--- src/rtl/melody_sequencer.sv ---
// Score-playback controller: walks the melody ROM, times each note from the
// beat decoder's cycle count and drives the tone generator with an articulation gap.
module melody_sequencer #(
    parameter int unsigned ADDR_W     = 8,
    parameter int unsigned TUNE_W     = 8,
    parameter logic [27:0] GAP_CYCLES = 28'd1_000_000
) (
    input  logic              clk,
    input  logic              rst_n,
    input  logic              start,
    input  logic              stop,
    input  logic              pause,
    input  logic              loop_en,
    output logic [ADDR_W-1:0] rom_addr,
    input  logic [TUNE_W+3:0] rom_data,
    output logic [3:0]        beat_code,
    input  logic [27:0]       beat_cnt_parameter,
    output logic [TUNE_W-1:0] tone_code,
    output logic              note_on,
    output logic              busy,
    output logic              done
);

    typedef enum logic [2:0] {
        IDLE,
        FETCH,
        LATCH,
        DECODE,
        PLAY,
        DONE
    } state_t;

    state_t            state;
    logic [27:0]       cnt;
    logic [TUNE_W-1:0] tune_q;
    logic              note_en;

    always_ff @(posedge clk or negedge rst_n) begin
        if (!rst_n) begin
            state     <= IDLE;
            rom_addr  <= '0;
            beat_code <= '0;
            tone_code <= '0;
            tune_q    <= '0;
            cnt       <= '0;
            note_en   <= 1'b0;
            done      <= 1'b0;
        end else begin
            done <= 1'b0;
            if (stop) begin
                state     <= IDLE;
                rom_addr  <= '0;
                beat_code <= '0;
                tone_code <= '0;
                note_en   <= 1'b0;
            end else begin
                case (state)
                    IDLE, DONE: begin
                        if (start) begin
                            rom_addr <= '0;
                            state    <= FETCH;
                        end
                    end
                    FETCH: state <= LATCH;
                    LATCH: begin
                        if (rom_data[3:0] == 4'd0) begin
                            if (loop_en) begin
                                rom_addr <= '0;
                                state    <= FETCH;
                            end else begin
                                done  <= 1'b1;
                                state <= DONE;
                            end
                        end else begin
                            beat_code <= rom_data[3:0];
                            tune_q    <= rom_data[TUNE_W+3:4];
                            state     <= DECODE;
                        end
                    end
                    DECODE: begin
                        // A zero duration marks an illegal beat code: skip the entry.
                        if (beat_cnt_parameter == 28'd0) begin
                            rom_addr <= rom_addr + 1'b1;
                            state    <= FETCH;
                        end else begin
                            cnt       <= beat_cnt_parameter - 28'd1;
                            tone_code <= tune_q;
                            note_en   <= (tune_q != '0);
                            state     <= PLAY;
                        end
                    end
                    PLAY: begin
                        if (!pause) begin
                            if (cnt == 28'd0) begin
                                rom_addr <= rom_addr + 1'b1;
                                note_en  <= 1'b0;
                                state    <= FETCH;
                            end else begin
                                cnt <= cnt - 28'd1;
                            end
                        end
                    end
                    default: state <= IDLE;
                endcase
            end
        end
    end

    // Registered note enable, gated in the same cycle by pause and the trailing gap.
    assign note_on = note_en && (state == PLAY) && !pause && (cnt >= GAP_CYCLES);
    assign busy    = (state != IDLE) && (state != DONE);

endmodule

--- config.mk ---
export PLATFORM = sky130hd
export DESIGN_NAME = melody_sequencer
export DESIGN_NICKNAME = d
export VERILOG_FILES = /design/src/rtl/melody_sequencer.sv
export SDC_FILE = /design/constraint.sdc
export NUM_CORES = 1
export LEC_CHECK = 0
export CORE_UTILIZATION = 49
export DETAILED_ROUTE_END_ITERATION = 16
export PLACE_DENSITY = 0.74
export SLEW_MARGIN = 20
export SYNTH_ARGS = -nofsm -noshare
export SYNTH_HDL_FRONTEND = slang
export SYNTH_SLANG_ARGS = --single-unit
--- constraint.sdc ---
create_clock -name clk -period 4.05 [get_ports clk]
set_input_delay 0.6075 -clock clk [delete_from_list [all_inputs] [get_ports clk]]
set_output_delay 0.6075 -clock clk [all_outputs]
set_load 0.02 [all_outputs]
==> run summary, run 1 <==
Diode count: 0
Drt total wl: 12000 um
Drt via density: 6.37
Die ar.: 9160 um^2
DR iter-0 viols: 284
Worst Hold Class: in -> async
Num Clock Sinks: 61
Seq/Total Area, Yosys: 35.5%
Final setup violation count: 0
Most common cell in the netlist: nor2_1
Setup crit end kind: flip-flop
EDFF count, synth: 0
Later-pin clock latency in the skew report: 0.35 ns
CTS Buf Count: 9
Layout Cells excl Fill: 671
Critical-path cell list: or3b_2 -> mux2i_1 -> ha_1 -> inv_1 -> a221oi_2 -> o21ai_0 -> a2111oi_0 -> nor3_1
Reg clk slew, reported paths: 0.07 ns
DRC viols: 0
Mapped Nets: 549
WL/cell: 17.9 um
Fin util: 63.2%
Layout Area Growth over Synthesis: 22.5%
Worst path slowest cell: or3b_2
Max VDD drop: 0.247 mV
Overflow after GRT: 0
Final Hold Viols: 0
Site row count: 33
Commonest cells in the netlist: nor2_1, dfrtp_1, nand2_1
Least-Margin Pin Slew: 0.822 ns
FFs w/ async S/R, synth: 100%
CP Launch Type: flip-flop
Port Buffer Count: 68
R2R Path Start: state[2]
DR vias: 4277
RSZ-0062 raised after global routing: no
Post-synth cell types: 77
I/O pin cnt: 69
Clock Skew: 0.00766 ns
Critical path data arrival time: 3.32 ns
Worst rel slew slack: 45.2%
Max Freq: 322 MHz
Status: finished clean
DP HPWL: 8430 um
RePlAce Congestion: 0.880
Share of post-route cells with drive strength above 1: 11.3%
ANT nets after route: 0
Vias in the first global route: 4210
Placed cell count: 655
FF+latch area: 1530 um^2
Width of the die: 95.7 um
Synth Register Bits: 61
Synth top area cells: dfrtp_1, nor2_1, mux2i_1
Pin count of the biggest net entering global routing: 60
First-pass GRT wire length: 20100 um
Maxcap violations: 0
Number of setup buffers added after CTS: 0
Main flop type after synthesis: dfrtp_1
R2r endpoint: cnt[20]
R2r setup slk: 0.95 ns
Multi-input logic area: 2600 um^2
Post-Syn Area: 4300 um^2
TritonCTS clock tree: yes
Router iterations before antenna repair: 8
Tcrit/Tclk final: 76.6%
Core area: 8340 um^2
Post_cts resized: 0
Count of pins over their slew limit: 0
Minimum clock period: 3.10 ns
Worst r2r path cells: 8
Syn Area/Cell: 8.59 um^2
Initial Util: 51.6%
Req. time, crit path: 4.27 ns
Fin nets: 609
Initial antenna violation count: 0
Clock root buffer: clkbuf_8
Total GRT Usage: 28.5%
Setup TNS: 0 ns
Synth warn: 0
Largest area contributor in the netlist: dfrtp_1
WS Path Type: reg -> reg
Leak: 2.05 nW
Hold Buf Count CTS: 0
Largest fanout on the critical path: 10
Max Root-Sink Buffers: 2
Yosys top cell area share: 35.5%
Die Ht: 95.7 um
Final Power: 2.28 mW
CP max stage delay: 0.55 ns
Filler cell count: 740
Cell count after synthesis: 501
Total number of H-tree levels: 3
Power Density: 432 nW/um^2
## worst max-delay path, delay by kind of cell (launching register included)
kind,cells,cell delay [ns]
compound gates,3,1.12
simple gates,2,0.64
flops,1,0.52
fa+ha+maj,1,0.32
mux,1,0.23
buf+inv,1,0.15
## cell type report
class | instances | share of cell area (%)
clock inverters | 5 | 1.54
inverters | 8 | 0.570
repair buffers | 77 | 14.2
well taps | 105 | 2.49
flip-flops and latches | 61 | 29.0
clock buffers | 11 | 2.87
multi-input cells | 404 | 49.4
## metal layers
layer / global-route usage (%) / share of wire (%) / vias to the layer above
met1: 37.1 / 43 / 2026
li1: - / - / 2032
met2: 46.3 / 46 / 193
met3: 5.61 / 8.3 / 26
met4: 11.8 / 2.2 / 0
met5: 0 / 0 / -
## how the worst max path moves through the flow
stage / from / end / slack (ns) / depth (start not counted)
6_report: state[2] / cnt[20] / 0.95 / 8
5_1_grt: state[2] / cnt[20] / 0.63 / 8
4_1_cts: state[0] / cnt[20] / 0.98 / 8
3_5_place_dp: beat_cnt_parameter[10] / cnt[17] / 0.77 / 8
3_3_place_gp: beat_cnt_parameter[10] / cnt[17] / 0.84 / 8
2_1_floorplan: state[0] / cnt[20] / 1.0 / 13
## flip-flops by register name, indices dropped and copies added (netlist names)
register and count:
state 3, rom_addr 8, tune_q 8, cnt 28, note_en 1, beat_code 4
done 1, tone_code 8
## cells by family (layout without fill, tap and decap cells)
family	count (synthesis)	in the layout	synth area share, %
and+or+nand+nor	233	233	28.9
adders and majority gates	2	2	0.582
xor gates and xnor gates	3	3	0.611
muxes	29	29	7.04
DFF	61	61	35.5
buffers and inverters	36	101	4.39
AOI/OAI and AO/OA	137	137	23.0
## power breakdown
group / total, mW / switching, mW / internal (mW)
Combinational: 0.566 / 0.289 / 0.277
Sequential: 1.07 / 0.275 / 0.794
Clock: 0.640 / 0.259 / 0.381
Total: 2.28 / 0.823 / 1.45
## placed cells by master (no fill, tap or decap), types with 3 or more instances in the layout
master	count
nor3b_1	3
and3_1	7
nor3_1	38
nor4_1	12
o21ai_0	27
nand3_1	13
a21oi_1	31
dfrtp_1	61
nor2_1	68
a211o_1	3
nand3b_1	4
o21a_1	4
a31oi_1	4
and2_1	3
o211ai_1	3
o31ai_1	7
mux2i_1	19
o22ai_1	3
nand4_1	5
inv_1	8
a22o_1	5
a211oi_1	9
nand2_1	39
mux2_2	10
clkdlybuf4s50_1	67
or4_1	4
clkbuf_8	11
a2111oi_2	3
or3_1	5
buf_4	10
a2111oi_0	4
and4_1	3
nor4_2	4
o21ai_1	3
nand2b_1	9
## metrics by stage
step,area (um^2),setup WS (ns),hold WS [ns]
floorplan,4300,0.996,0.312
global placement,5030,0.837,0.476
detailed placement,5030,0.771,0.481
CTS,5270,0.979,0.492
global route,5270,0.627,0.316
finish,5270,0.948,0.267
Power figures use the tool's default switching activity.
==> run 2: changes to the inputs <==
==> constraint.sdc (replaced) <==
create_clock -name clk -period 3.14 [get_ports clk]
set_input_delay 0.471 -clock clk [delete_from_list [all_inputs] [get_ports clk]]
set_output_delay 0.471 -clock clk [all_outputs]
set_load 0.02 [all_outputs]
==> run 2 against run 1 <==
Effect of this change: worst hold slack got worse by 0.14 ns; combinational power rose by 32%; total power rose by 25%; die area did not move; utilization up 1.4 points; sequential power is 28% higher; via count grew 2.5%; critical path depth is 2 lower; non-clock buffer count up 16; register-to-register slack worse by 0.74 ns; flip-flop and latch count stayed put; critical endpoint is now note_on; highest routed layer unchanged.
==> run summary, run 2 (synthesized netlist as in run 1, its figures left out) <==
Max Root-Sink Buffers: 2 (unchanged)
Largest fanout on the critical path: 52 (+42)
CTS Buf Count: 9 (unchanged)
DR vias: 4385 (+2.5%)
Leak: 2.12 nW (+3.3%)
Initial Util: 51.6% (unchanged)
Req. time, crit path: 2.67 ns (-1.60 ns)
Setup WS pre-CTS: 0.0293 ns (-0.742 ns)
Maxcap violations: 0 (unchanged)
Post_cts resized: 0 (unchanged)
Commonest non-fill, non-tap cell in the layout: nor2_1
Reg clk slew, reported paths: 0.08 ns (about the same)
Share of post-route cells with drive strength above 1: 13.6% (+2.3 points)
DRC viols: 0 (unchanged)
Port Buffer Count: 68 (unchanged)
RePlAce Congestion: 0.871 (-1.1%)
First-pass GRT wire length: 20100 um (about the same)
Num Clock Sinks: 61 (unchanged)
Count of pins over their slew limit: 0 (unchanged)
Setup TNS: 0 ns (unchanged)
Width of the die: 95.7 um (unchanged)
DR iter-0 viols: 285 (+0.35%)
Fin nets: 625 (+2.6%)
Max VDD drop: 0.328 mV (+32%)
Pin count of the biggest net entering global routing: 53 (-12%)
Placed cell count: 671 (+2.4%)
Drt total wl: 12100 um (+0.69%)
TritonCTS clock tree: yes
Clock root buffer: clkbuf_8
CP max stage delay: 0.64 ns (+0.09 ns)
Least-Margin Pin Slew: 0.661 ns (-0.160 ns)
Total number of H-tree levels: 3 (unchanged)
Top reg by flops: cnt
Core area: 8340 um^2 (unchanged)
Most frequent cells in the layout: nor2_1, clkdlybuf4s50_1, dfrtp_1
Total GRT Usage: 28.6% (+0.12 points)
Die Ht: 95.7 um (unchanged)
Final Hold Viols: 0 (unchanged)
Critical path data arrival time: 2.59 ns (-0.73 ns)
Final setup violation count: 0 (unchanged)
Diode count: 0 (unchanged)
Status: finished clean
ANT nets after route: 0 (unchanged)
I/O pin cnt: 69 (unchanged)
Router iterations before antenna repair: 5 (-3)
WL/cell: 17.6 um (-1.7%)
Worst Hold Class: in -> async
Worst path slowest cell: clkdlybuf4s50_1
Site row count: 33 (unchanged)
Setup crit end kind: output port
CP Launch Type: flip-flop
Drt via density: 6.38 (+0.14%)
Critical-path cell list: or3b_2 -> buf_12 -> nor2_1 -> nand2_1 -> a21oi_1 -> clkdlybuf4s50_1
Number of setup buffers added after CTS: 0 (unchanged)
DP HPWL: 8680 um (+3.0%)
Minimum clock period: 3.06 ns
Tcrit/Tclk final: 97.6%
Filler cell count: 709 (-4.2%)
Worst rel slew slack: 55.7% (+10 points)
Initial antenna violation count: 0 (unchanged)
Overflow after GRT: 0 (unchanged)
Vias in the first global route: 4164 (-1.1%)
PnR worst setup slack: 0.0754 ns (-0.872 ns)
Max reg flops: 28 (unchanged)
Power Density: 528 nW/um^2 (+22%)
RSZ-0062 raised after global routing: no
Max Freq: 326 MHz
Die ar.: 9160 um^2 (unchanged)
WS Path Type: reg -> out
Clock Skew: 0.0171 ns (+0.00942 ns)
Later-pin clock latency in the skew report: 0.35 ns (about the same)
Hold Buf Count CTS: 0 (unchanged)
Layout Cells excl Fill: 687 (+2.4%)
Layout Area Growth over Synthesis: 25.1%
==> run 2: area by class of cell <==
cell class                 instances  area, um^2  area share [%]
tap                              105         131            2.44
clock buffer                      10         128            2.37
clock inverter                     6        72.6            1.35
inverter                           8        30.0           0.558
multi-input combinational        404        2600            48.4
timing repair buffer              93         891            16.6
sequential                        61        1530            28.4
==> run 2: per-stage QoR <==
stage          hold WS (ns)  power (mW)  instance area (um^2)  utilization (%)
3_3_place_gp          0.478        2.08                  5180             62.1
2_1_floorplan         0.175        1.82                  4300                -
5_1_grt               0.175        3.03                  5380             64.5
3_5_place_dp          0.482        2.13                  5180             62.1
6_report              0.128        2.84                  5380             64.5
4_1_cts               0.341        2.84                  5380             64.5
==> run 2: worst paths after layout <==
path,endpoint,slack (ns),cells past startpoint,startpoint
setup / recovery,note_on,0.08,6,state[2]
hold / removal,cnt[17],0.13,1,rst_n
setup reg to reg,cnt[20],0.21,8,state[2]
hold reg to reg,rom_addr[7],0.49,1,rom_addr[7]
max in group asynchronous,tone_code[1],2.34,2,rst_n
min in group clk,rom_addr[7],0.49,1,rom_addr[7]
==> run 2: report_power, final <==
part	switching, mW	total [mW]	leakage, nW	internal (mW)
Clock	0.344	0.718	0.0971	0.373
Sequential	0.350	1.37	0.762	1.02
Combinational	0.378	0.748	1.26	0.370
==> run 2: critical path: cells and delay by family (launching register included) <==
kind	cells	cell delay, ns
AOI/OAI and AO/OA	1	0.14
buffers and inverters	2	0.88
DFF	1	0.47
and+or+nand+nor	3	0.75
==> run 2: metal layers <==
metal | global-route usage, % | part of all wire (%) | up-vias
li1 | - | - | 2069
met4 | 9.20 | 1.8 | 0
met3 | 7.11 | 8.4 | 27
met5 | 0 | 0 | -
met2 | 46.8 | 47 | 190
met1 | 37.2 | 43 | 2099
